### config.mk
export PLATFORM = sky130hd
export DESIGN_NAME = pit_multi
export DESIGN_NICKNAME = d
export VERILOG_FILES = /design/src/rtl/pit_multi.sv
export SDC_FILE = /design/constraint.sdc
export NUM_CORES = 1
export LEC_CHECK = 0
export BUFFER_PORTS_ARGS = -buffer_cell sky130_fd_sc_hd__buf_2
export CORE_AREA = 2 2 146 148
export CTS_CLUSTER_DIAMETER = 80
export CTS_CLUSTER_SIZE = 12
export DETAILED_ROUTE_END_ITERATION = 7
export DIE_AREA = 0 0 148 150
export PLACE_DENSITY_LB_ADDON = 0.05
export SETUP_SLACK_MARGIN = 0.1
export SKIP_LAST_GASP = 1
export SLEW_MARGIN = 20
export SYNTH_ARGS = -nofsm -noshare
export SYNTH_HDL_FRONTEND = slang
export SYNTH_SLANG_ARGS = --single-unit
### constraint.sdc
create_clock -name clk -period 3.88 [get_ports clk]
set_input_delay 0.582 -clock clk [delete_from_list [all_inputs] [get_ports clk]]
set_output_delay 0.582 -clock clk [all_outputs]
set_load 0.03 [all_outputs]
### src/rtl/pit_multi.sv
// pit_multi: multi-channel programmable interval timer with byte-wide register access
module pit_multi #(
  parameter int NUM_CH = 3,
  parameter int CNT_W = 16,
  localparam int AW = $clog2(NUM_CH) + 2
) (
  input  logic              clk,
  input  logic              rst_n,
  input  logic              tick,
  input  logic              cs,
  input  logic              wr,
  input  logic              rd,
  input  logic [AW-1:0]     addr,
  input  logic [7:0]        wdata,
  output logic [7:0]        rdata,
  input  logic [NUM_CH-1:0] gate,
  output logic [NUM_CH-1:0] out,
  output logic              irq
);
  localparam logic [CNT_W:0] ONE = {{CNT_W{1'b0}}, 1'b1};
  localparam logic [CNT_W:0] TWO = {{(CNT_W-1){1'b0}}, 2'd2};
  localparam logic [CNT_W:0] FULL = {1'b1, {CNT_W{1'b0}}};
  logic [AW-1:0] ch;
  logic [1:0] rsel;
  logic [7:0] rd_val [NUM_CH];
  logic [NUM_CH-1:0] irq_d;
  logic [7:0] rdata_d;
  assign ch = addr >> 2;
  assign rsel = addr[1:0];
  for (genvar c = 0; c < NUM_CH; c++) begin : g_ch
    logic [3:0] ctrl_q, ctrl_d;
    logic [7:0] lo_q, lo_d;
    logic [CNT_W-1:0] n_q, n_d;
    logic [CNT_W:0] cnt_q, cnt_d, ne;
    logic [15:0] latch_q, latch_d;
    logic lp_q, lp_d, run_q, run_d, out_q, out_d, tc_q, tc_d, gate_q, tc_set, hit, clr;
    assign hit = cs && ch == AW'(c);
    assign clr = hit && rsel == 2'd3 && (rd || (wr && wdata[1]));
    assign ne = n_q == '0 ? FULL : (ctrl_q[1] && n_q == CNT_W'(1)) ? TWO : {1'b0, n_q};
    assign rd_val[c] = rsel == 2'd0 ? 8'(cnt_q) : rsel == 2'd1 ? latch_q[15:8] :
                       rsel == 2'd2 ? {4'b0, ctrl_q} : {6'b0, tc_q, out_q};
    assign out[c] = out_q;
    assign irq_d[c] = tc_d && ctrl_d[3];
    // next channel state: tick-driven counting first, then gate edge, then register writes override
    always_comb begin
      ctrl_d = ctrl_q;
      lo_d = lo_q;
      n_d = n_q;
      cnt_d = cnt_q;
      latch_d = latch_q;
      lp_d = lp_q;
      run_d = run_q;
      out_d = out_q;
      tc_set = 1'b0;
      if (tick && ctrl_q[2]) begin
        if (lp_q) begin
          cnt_d = ne;
          lp_d = 1'b0;
          run_d = 1'b1;
          out_d = ctrl_q[1];
        end else if (run_q && !ctrl_q[1]) begin
          if (gate[c] && cnt_q != '0) begin
            cnt_d = cnt_q - ONE;
            tc_set = cnt_q == ONE;
            out_d = out_q || tc_set;
          end
        end else if (run_q && !gate[c]) begin
          out_d = 1'b1;
        end else if (run_q) begin
          tc_set = cnt_q == ONE;
          cnt_d = tc_set ? ne : cnt_q - ONE;
          out_d = ctrl_q[0] ? cnt_d > (ne >> 1) : cnt_d != ONE;
        end
      end
      if (ctrl_q[2] && ctrl_q[1] && run_q && gate[c] && !gate_q) lp_d = 1'b1;
      if (hit && rd && rsel == 2'd0) latch_d = 16'(cnt_q);
      if (hit && wr && rsel == 2'd0) lo_d = wdata;
      if (hit && wr && rsel == 2'd1) begin
        n_d = CNT_W'({wdata, lo_q});
        lp_d = 1'b1;
      end
      if (hit && wr && rsel == 2'd2) begin
        ctrl_d = wdata[3:0];
        run_d = 1'b0;
        lp_d = 1'b0;
        out_d = wdata[1];
      end
      tc_d = (tc_q && !clr) || tc_set;
    end
    // channel state registers
    always_ff @(posedge clk or negedge rst_n)
      if (!rst_n) begin
        ctrl_q <= '0;
        lo_q <= '0;
        n_q <= '0;
        cnt_q <= '0;
        latch_q <= '0;
        lp_q <= 1'b0;
        run_q <= 1'b0;
        out_q <= 1'b0;
        tc_q <= 1'b0;
        gate_q <= 1'b0;
      end else begin
        ctrl_q <= ctrl_d;
        lo_q <= lo_d;
        n_q <= n_d;
        cnt_q <= cnt_d;
        latch_q <= latch_d;
        lp_q <= lp_d;
        run_q <= run_d;
        out_q <= out_d;
        tc_q <= tc_d;
        gate_q <= gate[c];
      end
  end
  // read mux; unimplemented channels return zero
  always_comb begin
    rdata_d = '0;
    for (int i = 0; i < NUM_CH; i++) if (ch == AW'(i)) rdata_d = rd_val[i];
  end
  // registered read data and interrupt
  always_ff @(posedge clk or negedge rst_n)
    if (!rst_n) begin
      rdata <= '0;
      irq <= 1'b0;
    end else begin
      if (cs && rd) rdata <= rdata_d;
      irq <= |irq_d;
    end
endmodule
**After elaboration in Yosys (flattened, before gate mapping)**

Cells that the tools add are included.

- Output and inout port bits: 12
- Input port bits: 21
- Word-level logic and storage cells: 280
- Bits in registers: 207

- Equality and inequality tests: 23
- Reductions and logical operators: 114
- $add $sub $neg: 3
- Mux-type cells: 102
- Order comparisons: 3

Operators with widths:

| cell | count |
|---|---|
| two-way mux 17 bit | 21 |
| two-way mux 8 bit | 9 |
| two-way mux 1 bit | 63 |
| logical AND 1 bit | 62 |
| == test 17 x 1 -> 1 bit, second input constant | 3 |
| > comparator 17 x 16 -> 1 bit | 3 |
| != test 17 x 1 -> 1 bit, second input constant | 3 |
| nonzero test 17 bit | 3 |
| subtractor 17 x 1 -> 17 bit, second input constant | 3 |
| == test 16 x 1 -> 1 bit, second input constant | 3 |
| zero test 16 bit | 3 |
| two-way mux 16 bit | 3 |
| two-way mux 4 bit | 6 |
| nonzero test 5 bit | 3 |
| zero test 1 bit | 12 |
| != test 4 x 2 -> 1 bit, second input constant | 3 |
| AND reduction 4 bit | 3 |
| nonzero test 2 bit | 6 |
| nonzero test 4 bit | 3 |
| != test 3 x 2 -> 1 bit, second input constant | 3 |
| != test 3 bit, second input constant | 3 |
| AND reduction 3 bit | 3 |
| nonzero test 3 bit | 3 |
| logical OR 1 bit | 7 |
| 6 further kinds | 11 |

**Depth between registers and ports, before layout**

Gate-level depths: netlist of run 1.

- Word-level depth: 13
- Depth in mapped cells: 19
- Gate-level depth less buffers: 15

**Worst setup path before layout of run 1**

No wires, ideal clock.

- Path type: reg2reg
- Start: reg g_ch[1].cnt_q[3]
- End: reg g_ch[1].out_q
- Buffers on the path: 5
- Data arrival time: 3.591 ns
- Stages on the path, launching flop included: 18
- Slack: 0.157 ns
- Period minus slack after synthesis: 3.723 ns
- Library setup time: 0.131 ns
- Required time: 3.749 ns
- Path through: dfrtp_1 > clkbuf_1 > nor3_1 > and4_1 > clkbuf_1 > nand2_1 > clkbuf_1 > clkbuf_1 > buf_1 > a21oi_1 > ha_1 > a211oi_1 > nor2_1 > nor4_1 > o21ai_0 > a21boi_0 > a211oi_1 > or3_1

- Cells in the longest elaborated chain, start to end: 10
- Elaborated cells on any way between the ends: 18
- Classes of those cells: add/sub: 1; order compare: 1; eq/ne: 3; mux: 9; reduce/logical: 4

Ends and longest elaborated chain:

| item | line | source |
|---|---|---|
| start: declaration | 34 | `logic [CNT_W:0] cnt_q, cnt_d, ne;` |
| start signal: assignment | 107 | `cnt_q <= cnt_d;` |
| subtractor 17 x 1 -> 17 bit / == test 17 x 1 -> 1 bit (equally long branches) | 71, 64, 70 |  |
| two-way mux 17 bit | 71 | `cnt_d = tc_set ? ne : cnt_q - ONE;` |
| > comparator 17 x 16 -> 1 bit / != test 17 x 1 -> 1 bit (equally long branches) | 72 | `out_d = ctrl_q[0] ? cnt_d > (ne >> 1) : cnt_d != ONE;` |
| two-way mux 1 bit | 72 |  |
| two-way mux 1 bit | 69 | `end else if (run_q) begin` |
| two-way mux 1 bit | 67 | `end else if (run_q && !gate[c]) begin` |
| two-way mux 1 bit | 61 | `end else if (run_q && !ctrl_q[1]) begin` |
| two-way mux 1 bit | 56 | `if (lp_q) begin` |
| two-way mux 1 bit | 55 | `if (tick && ctrl_q[2]) begin` |
| two-way mux 1 bit | 82 | `if (hit && wr && rsel == 2'd2) begin` |
| end signal: assignment | 111 | `out_q <= out_d;` |
| end: declaration | 36 | `logic lp_q, lp_d, run_q, run_d, out_q, out_d, tc_q, tc_d, gate_q, tc_set, hit, clr;` |

Parallel ways exist; a longest one is shown, timed or not. The select of a mux whose other input is x is not followed.
A chain may end at the register's enable or synchronous reset.

**Worst setup path after layout of run 1**

- Start: reg g_ch[2].cnt_q[14]
- End: reg g_ch[2].out_q

- Cells in the longest elaborated chain, start to end: 10
- Elaborated cells on any way between the ends: 18
- Classes of those cells: add/sub: 1; order compare: 1; eq/ne: 3; mux: 9; reduce/logical: 4

Ends and longest elaborated chain:

| item | line |
|---|---|
| start: declaration | 34 |
| start signal: assignment | 107 |
| subtractor 17 x 1 -> 17 bit / == test 17 x 1 -> 1 bit (equally long branches) | 71, 64, 70 |
| two-way mux 17 bit | 71 |
| > comparator 17 x 16 -> 1 bit / != test 17 x 1 -> 1 bit (equally long branches) | 72 |
| two-way mux 1 bit | 72 |
| two-way mux 1 bit | 69 |
| two-way mux 1 bit | 67 |
| two-way mux 1 bit | 61 |
| two-way mux 1 bit | 56 |
| two-way mux 1 bit | 55 |
| two-way mux 1 bit | 82 |
| end signal: assignment | 111 |
| end: declaration | 36 |

Parallel ways exist; a longest one is shown, timed or not. The select of a mux whose other input is x is not followed.

==> results_dict.tcl, run 1 <==
set metrics [dict create \
    cts.clk_slew.worst_paths_ps 80 \
    synth-edff-count 0 \
    vdd_drop_max_v 0.000338 \
    drive_above_1_share_pct 14.2 \
    gp_congestion 0.979 \
    cp.required_ps 4180 \
    die_h_um 150 \
    via_per_inst 6.27 \
    status "finished, final reports clean" \
    worst_pin_slew_ps 869 \
    num_rows 53 \
    r2r_start "g_ch[2].cnt_q[14]" \
    cap_violations 0 \
    num_vias 10402 \
    reg2reg_slack_ps 270 \
    core_area_mm2 0.0207 \
    fillCellCount 1843 \
    syn_area_per_cell_um2 8.55 \
    fin_crit_sh_pct 93.1 \
    synth_top_area_cell "dfrtp_1" \
    clock_skew_ps 11.8 \
    crit_type "register to register" \
    rr_worst_depth 8 \
    totalWireLength_mm 34.7 \
    chipWidth_um 148 \
    finalSetupTns_ps 0 \
    arrival_ps 3910 \
    worstSetupStartpointType "register" \
    synth_area_mm2 0.0116 \
    antenna_found_initial 1 \
    cts_buffers 17 \
    wire_per_inst_um 20.9 \
    io_buffers 32 \
    max_freq_ghz 0.277 \
    grt_max_degree 90 \
    p_leak_nw 5.60 \
    drc 0 \
    worstHoldPathType "primary input to async pin" \
    ant_nets 0 \
    htree_levels 4 \
    die_area_mm2 0.0222 \
    syn-num-nets 1438 \
    netlist.area_leader.share_pct 39.3 \
    synth.distinct_cells 67 \
    async_flop_share_pct 100 \
    slew_viol_final 0 \
    powerDensity_mw_per_mm2 696 \
    clockRootBuffer "clkbuf_16" \
    end_kind "register" \
    grt_pass1_wl_mm 54.4 \
    preCtsSetupSlack_ps 250 \
    cts_buffer_depth 2 \
    rsz0062_at_grt "no" \
    grt_pass1_vias 9639 \
    slew_headroom_pct 42.0 \
    track_usage_pct 32.0 \
    ys_dominant_reg_cell "dfrtp_1" \
    first_pass_iters 6 \
    setup_slack_ps 270 \
    setup_viol 0 \
    ys_seq_elements 183 \
    syn_to_final_growth_pct 9.47 \
    overflow 0 \
    cts_tree "built" \
    nets 1446 \
    clock_latency_ps 430 \
    cts_sinks 183 \
    ios 33 \
    hold_violations 0 \
    period_minus_slack_ps 3610 \
    ys.warnings.count 0 \
    hpwlAfterDp_mm 25.9 \
    synth_area_leaders "dfrtp_1 39%, mux2_2 6.1%, o21ai_0 6.1%" \
    antenna_cells 0 \
    postSynthCellCount 1362 \
    r2r_end "g_ch[2].out_q" \
    holdBufCountCts 0 \
    ys_seq_area_share_pct 39.3 \
    worst-path-max-fanout 21 \
    start_util_pct 56.3 \
    drtIter0Drc 1128 \
]
[sequential cells by signal (all words and copies together), names as in the netlist]
signal,count
g_ch.tc_q,3
g_ch.lo_q,24
g_ch.run_q,3
g_ch.latch_q,24
g_ch.cnt_q,51
g_ch.out_q,3
g_ch.gate_q,3
rdata,8
g_ch.lp_q,3
irq,1
g_ch.ctrl_q,12
g_ch.n_q,48
[cells in the mapped netlist (3+ instances only)]
library cell	n
a2111oi_0	3
nor4_1	31
o21a_1	5
a211oi_1	11
mux2i_1	20
nor2_1	133
inv_1	72
nand4b_1	3
and2_1	6
a21o_1	14
or2_2	7
a22oi_1	3
ha_1	55
nand2_1	136
nand3_1	18
buf_1	3
nor3b_1	8
buf_4	3
or3_1	5
o41ai_1	3
or4_1	8
nor2b_1	10
a31oi_1	12
o221ai_1	4
dfrtp_1	183
nand4_1	29
nor3_1	46
buf_2	3
xnor2_1	27
o31ai_1	9
o22a_1	8
clkbuf_1	71
a21oi_1	122
xor2_1	9
nand2b_1	9
o22ai_1	13
a41oi_1	4
mux2_2	63
a221oi_1	5
and4_1	6
o21ai_0	141
a22o_1	5
buf_6	4
[layer usage]
layer	share of wire [%]	vias to the layer above	GRT usage, %
met4	3.3	0	12.0
met1	44	5017	44.2
met3	6.0	62	3.81
met5	0	-	0
li1	-	4910	-
met2	47	413	52.0
[worst max path at each step]
stage / start / depth (start not counted) / to
finish: g_ch[2].cnt_q[14] / 8 / g_ch[2].out_q
global route: g_ch[1].cnt_q[14] / 13 / g_ch[1].out_q
CTS: g_ch[1].cnt_q[10] / 12 / g_ch[1].out_q
detailed placement: g_ch[1].cnt_q[10] / 12 / g_ch[1].out_q
global placement: g_ch[1].cnt_q[10] / 12 / g_ch[1].out_q
floorplan: g_ch[1].cnt_q[3] / 17 / g_ch[1].out_q
[where the power goes]
group	total, mW	switching, mW	leakage, nW	internal (mW)
logic	3.98	2.33	3.03	1.65
clock network	1.75	0.825	0.277	0.925
registers	3.14	0.732	2.29	2.41
total	8.88	3.89	5.60	4.99
[cell type report]
type                    count  area (um2)  area share (%)
clock inverters            13         135            1.06
clock buffers              19         443            3.47
multi-input cells        1022        6480            50.8
well taps                 275         344            2.70
flip-flops and latches    183        4580            35.9
repair buffers             74         497            3.90
inverters                  72         270            2.12
[what timing repair did]
| item | 4_1_cts | 5_1_grt |
|---|---|---|
| endpoints found under the hold margin | 0 | 0 |
| buffers inserted | 0 | 0 |
| resized for setup | 0 | 6 |
| setup endpoints to repair | 0 | 1 |
[placed cells by master, fill, tap and decap left out, drive strengths merged, types with 29 or more instances in the layout]
| cell type | n |
|---|---|
| dfrtp | 183 |
| o21ai | 142 |
| nand2 | 137 |
| nor2 | 133 |
| a21oi | 122 |
| inv | 79 |
| buf | 73 |
| mux2 | 64 |
| ha | 55 |
| nor3 | 47 |
| nor4 | 34 |
| nand4 | 29 |
[kinds of logic after synthesis]
group	after synthesis	share of synthesized area (%)
fa+ha+maj	55	5.91
buf+inv	157	5.46
xor+xnor	36	2.71
mux	85	8.13
simple gates	467	19.4
compound gates	379	19.1
flops	183	39.3
[worst max-delay path, stage by stage (launching register included)]
cell and delay, ps:
dfrtp_1 430, nor4_2 490, nand4_1 330, or2_4 420
mux2_4 330, or4_1 460, or4_1 400, o31ai_1 480
a31oi_1 140
[stage by stage]
| stage | hold slack [ps] | cell area [um2] | power (mW) | util (%) | std cells |
|---|---|---|---|---|---|
| after detailed placement | 463 | 12100 | 7.06 | 58.7 | 1626 |
| after global routing | 273 | 12700 | 9.53 | 61.6 | 1658 |
| after floorplan | 286 | 11600 | 5.78 | - | 1362 |
| after CTS | 242 | 12700 | 8.83 | 61.5 | 1658 |
| after global placement | 455 | 12100 | 7.02 | 58.7 | 1626 |
| final | 220 | 12700 | 8.88 | 61.6 | 1658 |
Power figures use the tool's default switching activity.
==> inputs of run 2 (changes only) <==
--- a/config.mk
+++ b/config.mk
@@ -5,12 +5,12 @@
 export SDC_FILE = /design/constraint.sdc
 export NUM_CORES = 1
 export LEC_CHECK = 0
-export BUFFER_PORTS_ARGS = -buffer_cell sky130_fd_sc_hd__buf_2
-export CORE_AREA = 2 2 146 148
+export CORE_AREA = 2 2 144 146
 export CTS_CLUSTER_DIAMETER = 80
 export CTS_CLUSTER_SIZE = 12
 export DETAILED_ROUTE_END_ITERATION = 7
-export DIE_AREA = 0 0 148 150
+export DIE_AREA = 0 0 146 148
+export DONT_BUFFER_PORTS = 1
 export PLACE_DENSITY_LB_ADDON = 0.05
 export SETUP_SLACK_MARGIN = 0.1
 export SKIP_LAST_GASP = 1
==> run 2 against run 1 <==
Compared with the run above:
- the flow now finishes with violations (negative hold slack)
- sequential share of layout area rose by 0.62 points
- final area decreased by 1.7%
- largest cell class unchanged
- worst setup slack better by 24 ps
- critical path depth rose by 6
- largest power group unchanged
==> results_dict.tcl, run 2 (synthesized netlist as in run 1, its figures left out) <==
set metrics [dict create \
    grt_pass1_wl_mm 55.2 \
    cts_buffers 17 \
    worst-path-max-fanout 16 \
    track_usage_pct 32.6 \
    ant_nets 0 \
    cts_buffer_depth 2 \
    start_util_pct 58.1 \
    clock_skew_ps 9.03 \
    num_rows 52 \
    finalSetupTns_ps 0 \
    worstHoldPathType "primary input to async pin" \
    slew_viol_final 0 \
    top_register "g_ch.cnt_q" \
    fin_crit_sh_pct 92.4 \
    place_inst 1580 \
    dpl_cell_area_mm2 0.0119 \
    clockRootBuffer "clkbuf_16" \
    cts_sinks 183 \
    post_cts_buffers 0 \
    p_leak_nw 5.42 \
    antenna_cells 0 \
    core_area_mm2 0.0200 \
    die_h_um 148 \
    clock_latency_ps 440 \
    setup_viol 0 \
    via_per_inst 6.34 \
    antenna_found_initial 0 \
    rsz0062_at_grt "no" \
    totalWireLength_mm 34.1 \
    chipWidth_um 146 \
    violations "negative hold slack" \
    gp_congestion 1.02 \
    cp.required_ps 4190 \
    drtIter0Drc 936 \
    cap_violations 0 \
    slew_headroom_pct 43.7 \
    vdd_drop_max_v 0.000301 \
    syn_to_final_growth_pct 7.61 \
    fin_util_pct 62.5 \
    drive_above_1_share_pct 11.7 \
    num_vias 10228 \
    htree_levels 4 \
    final_cells 1612 \
    cts.clk_slew.worst_paths_ps 80 \
    worst_pin_slew_ps 845 \
    powerDensity_mw_per_mm2 703 \
    period_minus_slack_ps 3590 \
    status "finished, violations left" \
    worstSetupStartpointType "register" \
    grt_max_degree 184 \
    hold_violations 183 \
    final_cell_mix "183 x dfrtp_1, 141 x o21ai_0, 136 x nand2_1" \
    die_area_mm2 0.0216 \
    reg2reg_slack_ps 290 \
    final_area_mm2 0.0125 \
    arrival_ps 3900 \
    ios 33 \
    hold_slack_ps -168 \
    largestRegisters "g_ch.cnt_q (51), g_ch.n_q (48)" \
    overflow 0 \
    wire_per_inst_um 21.1 \
    crit_type "register to register" \
    cts_tree "built" \
    end_kind "register" \
    largest_reg_flops 51 \
    nets 1405 \
    first_pass_iters 5 \
    fillCellCount 1806 \
    max_freq_ghz 0.279 \
    grt_pass1_vias 9778 \
    hpwlAfterDp_mm 25.3 \
    final_common_cell "dfrtp_1" \
    io_buffers 0 \
    drc 0 \
]
run 2: cell types whose count changed in the layout (fill, tap and decap cells not counted), moves of 2 or more:
cell / delta
inv_6: -2
buf_2: -31
buf_4: -8
inv_8: +2
run 2: layout make-up:
class | instances | area, um2 | share of cell area, %
clock buffers | 18 | 439 | 3.50
clock inverters | 14 | 160 | 1.28
inverters | 72 | 270 | 2.16
multi-input cells | 1022 | 6500 | 51.8
flip-flops and latches | 183 | 4580 | 36.5
well taps | 270 | 338 | 2.70
repair buffers | 33 | 248 | 1.98
run 2: metal layers:
metal  routed length (um)  share of wire (%)  GRT usage (%)  up-vias
met5                    0                  0              0        -
met4                  980                2.9           10.1        0
met3                 2440                7.1           6.79       67
met2                15200                 44           49.6      373
met1                15500                 45           46.9     4956
li1                     -                  -              -     4832
run 2: final timing paths:
| kind | startpoint | to | depth (start not counted) |
|---|---|---|---|
| max in group asynchronous | rst_n | g_ch[0].cnt_q[14] | 0 |
| hold reg to reg | g_ch[2].lo_q[6] | g_ch[2].n_q[6] | 2 |
| min in group clk | gate[2] | g_ch[2].gate_q | 0 |
| setup / recovery | g_ch[1].cnt_q[9] | g_ch[1].out_q | 14 |
| setup reg to reg | g_ch[1].cnt_q[9] | g_ch[1].out_q | 14 |
| hold / removal | rst_n | g_ch[2].cnt_q[3] | 0 |
run 2: per-stage QoR:
stage / hold WS (ps) / worst slack [ps] / power, mW
6_report: -168 / 293 / 8.81
4_1_cts: -175 / 343 / 8.72
2_1_floorplan: 286 / 157 / 5.78
3_3_place_gp: 291 / 375 / 6.84
3_5_place_dp: 292 / 375 / 6.91
5_1_grt: -189 / 90.5 / 9.47
run 2: repair_timing:
item	4_1_cts	5_1_grt
hold endpoints to repair	183	183
gates resized for setup	0	8
endpoints found under the setup margin	0	3
run 2: report_power, final:
part	switching [mW]	leakage (nW)	internal (mW)
Sequential	0.829	2.29	2.41
Combinational	2.20	2.84	1.59
Clock	0.844	0.286	0.936
run 2: worst max-delay path, cell delays in order, from the launching register on:
cell and delay, ps:
dfrtp_1 480, nor3_1 210, buf_4 160, and4_1 360
nand2_1 200, buf_4 240, nor2_1 110, a31oi_1 80
ha_1 240, or4_1 520, a21oi_1 160, o21ai_0 110
a21boi_0 170, a211oi_1 70, or3_1 350
==> inputs of run 3 (changes only) <==
--- a/config.mk
+++ b/config.mk
@@ -5,11 +5,13 @@
 export SDC_FILE = /design/constraint.sdc
 export NUM_CORES = 1
 export LEC_CHECK = 0
-export CORE_AREA = 2 2 144 146
+export CELL_PAD_IN_SITES_DETAIL_PLACEMENT = 1
+export CELL_PAD_IN_SITES_GLOBAL_PLACEMENT = 2
+export CORE_AREA = 2 2 183 185
 export CTS_CLUSTER_DIAMETER = 80
 export CTS_CLUSTER_SIZE = 12
 export DETAILED_ROUTE_END_ITERATION = 7
-export DIE_AREA = 0 0 146 148
+export DIE_AREA = 0 0 185 187
 export DONT_BUFFER_PORTS = 1
 export PLACE_DENSITY_LB_ADDON = 0.05
 export SETUP_SLACK_MARGIN = 0.1
==> run 3 against run 2 <==
Compared with the run above:
- the flow still finishes with violations (negative hold slack)
- critical endpoint unchanged
- sequential power shrank 2%
- die area up 60%
- via count down 0.35%
- worst hold slack got worse by 14 ps
- total power increased by 4.0%
==> results_dict.tcl, run 3 (synthesized netlist as in run 1, its figures left out) <==
set metrics [dict create \
    overflow 0 \
    final_cell_mix "183 x dfrtp_1, 141 x o21ai_0, 135 x nand2_1" \
    first_pass_iters 5 \
    violations "negative hold slack" \
    die_area_mm2 0.0346 \
    clockPowerShare_pct 19.4 \
    antenna_cells 0 \
    die_h_um 187 \
    p_leak_nw 5.56 \
    clockRootBuffer "clkbuf_16" \
    via_per_inst 5.61 \
    cts.clk_slew.worst_paths_ps 80 \
    clock_skew_ps 11.7 \
    crit_type "register to register" \
    worst_pin_slew_ps 1020 \
    hold_violations 183 \
    drive_above_1_share_pct 13.8 \
    num_vias 10192 \
    max_freq_ghz 0.283 \
    grt_pass1_vias 10363 \
    top_register "g_ch.cnt_q" \
    worstHoldPathType "primary input to async pin" \
    largest_reg_flops 51 \
    vdd_drop_max_v 0.000355 \
    cp_slowest_cell "or4_1" \
    wl_met1_mm 21.2 \
    setup_viol 0 \
    wire_per_inst_um 23.6 \
    slew_viol_final 0 \
    grt_pass1_wl_mm 66.3 \
    top_layer_used "met4" \
    rsz0062_at_grt "no" \
    crit_chain "nor3_1 -> buf_4 -> nand4_1 -> or2_2 -> o21ai_0 -> a31oi_1 -> ha_1 -> or4_1 -> a21oi_1 -> o21ai_0 -> a21boi_0 -> a211oi_1 -> or3_1" \
    htree_levels 4 \
    power.net_switching_mw 4.11 \
    clock_latency_ps 460 \
    antenna_found_initial 0 \
    drtIter0Drc 664 \
    powerDensity_mw_per_mm2 707 \
    arrival_ps 3870 \
    num_rows 67 \
    p_comb_share_pct 45.8 \
    status "finished, violations left" \
    fin_crit_sh_pct 91.1 \
    cts_buffer_depth 2 \
    finalSetupTns_ps 0 \
    drc 0 \
    slew_headroom_pct 32.0 \
    hpwlAfterDp_mm 32.3 \
    worstSetupStartpointType "register" \
    cp_slowest_stage_delay_ps 540 \
    ios 33 \
    largestRegisters "g_ch.cnt_q (51), g_ch.n_q (48)" \
    period_minus_slack_ps 3540 \
    cts_sinks 183 \
    chipWidth_um 185 \
    wl_met2_mm 19.2 \
    ant_nets 0 \
    end_kind "register" \
    track_usage_pct 25.8 \
    met3_length_mm 1.55 \
    switching_share_pct 44.9 \
    cts_tree "built" \
    final_common_cell "dfrtp_1" \
    core_area_mm2 0.0329 \
    cpMostUsedCell "o21ai_0" \
    totalWireLength_mm 42.8 \
    worst-path-max-fanout 5 \
    nets 1433 \
    syn_to_final_growth_pct 11.3 \
    cp.required_ps 4220 \
    gp_congestion 0.854 \
    io_buffers 0 \
    seqPwrFrac_pct 34.8 \
    grt_max_degree 184 \
    p_int_mw 5.05 \
    start_util_pct 35.4 \
    hold_slack_ps -182 \
    cts_buffers 17 \
    cap_violations 0 \
]
-- run 3: final cells by class --
cell class | count | area (um2)
fillers | 3869 | 19900
clock buffers | 17 | 425
clock inverters | 15 | 141
multi-input cells | 1022 | 6510
well taps | 448 | 561
repair buffers | 61 | 483
inverters | 72 | 270
flip-flops and latches | 183 | 4580
-- run 3: power groups by stage --
stage	logic [mW]	clock network [mW]	registers, mW
6_report	4.20	1.77	3.19
5_1_grt	4.72	1.89	3.28
4_1_cts	4.16	1.83	3.17
3_5_place_dp	4.14	0	3.20
3_3_place_gp	4.06	0	3.20
2_1_floorplan	2.94	0	2.83
-- run 3: final timing paths --
| check | cells after the start | end | start | slack (ps) |
|---|---|---|---|---|
| worst min register to register | 2 | g_ch[1].n_q[7] | g_ch[1].lo_q[7] | 480 |
| min in group clk | 0 | g_ch[0].gate_q | gate[0] | 140 |
| max in group asynchronous | 0 | g_ch[0].n_q[15] | rst_n | 3800 |
| worst max-delay path | 13 | g_ch[1].out_q | g_ch[1].cnt_q[10] | 340 |
| worst max register to register | 13 | g_ch[1].out_q | g_ch[1].cnt_q[10] | 340 |
| worst min-delay path | 0 | g_ch[2].n_q[11] | rst_n | -180 |
-- run 3: per-stage QoR --
stage	setup WS, ps	instance area, um2	total power [mW]	std cells	utilization, %
final	344	13000	9.16	1818	39.5
after global routing	85.1	13000	9.89	1818	39.5
after CTS	178	12900	9.16	1814	39.2
after detailed placement	197	12300	7.34	1782	37.5
after global placement	219	12300	7.26	1782	37.5
after floorplan	157	11600	5.78	1362	-
-- run 3: worst max-delay path: cells and delay by family (launching register included) --
kind | cells | cell delay, ps
compound gates | 6 | 830
fa+ha+maj | 1 | 250
buf+inv | 1 | 190
flops | 1 | 450
simple gates | 5 | 1700
-- run 3: metal layers --
metal  track usage [%]  vias up
li1                  -     4872
met1              38.1     5117
met2              39.2      167
met3              3.54       36
met4              6.96        0
met5                 0        -
-- run 3: timing repair --
item                                   CTS  global route
endpoints found under the hold margin  183           183
resized for setup                        0            11
setup endpoints to repair                0             3
buffers inserted                         0             4
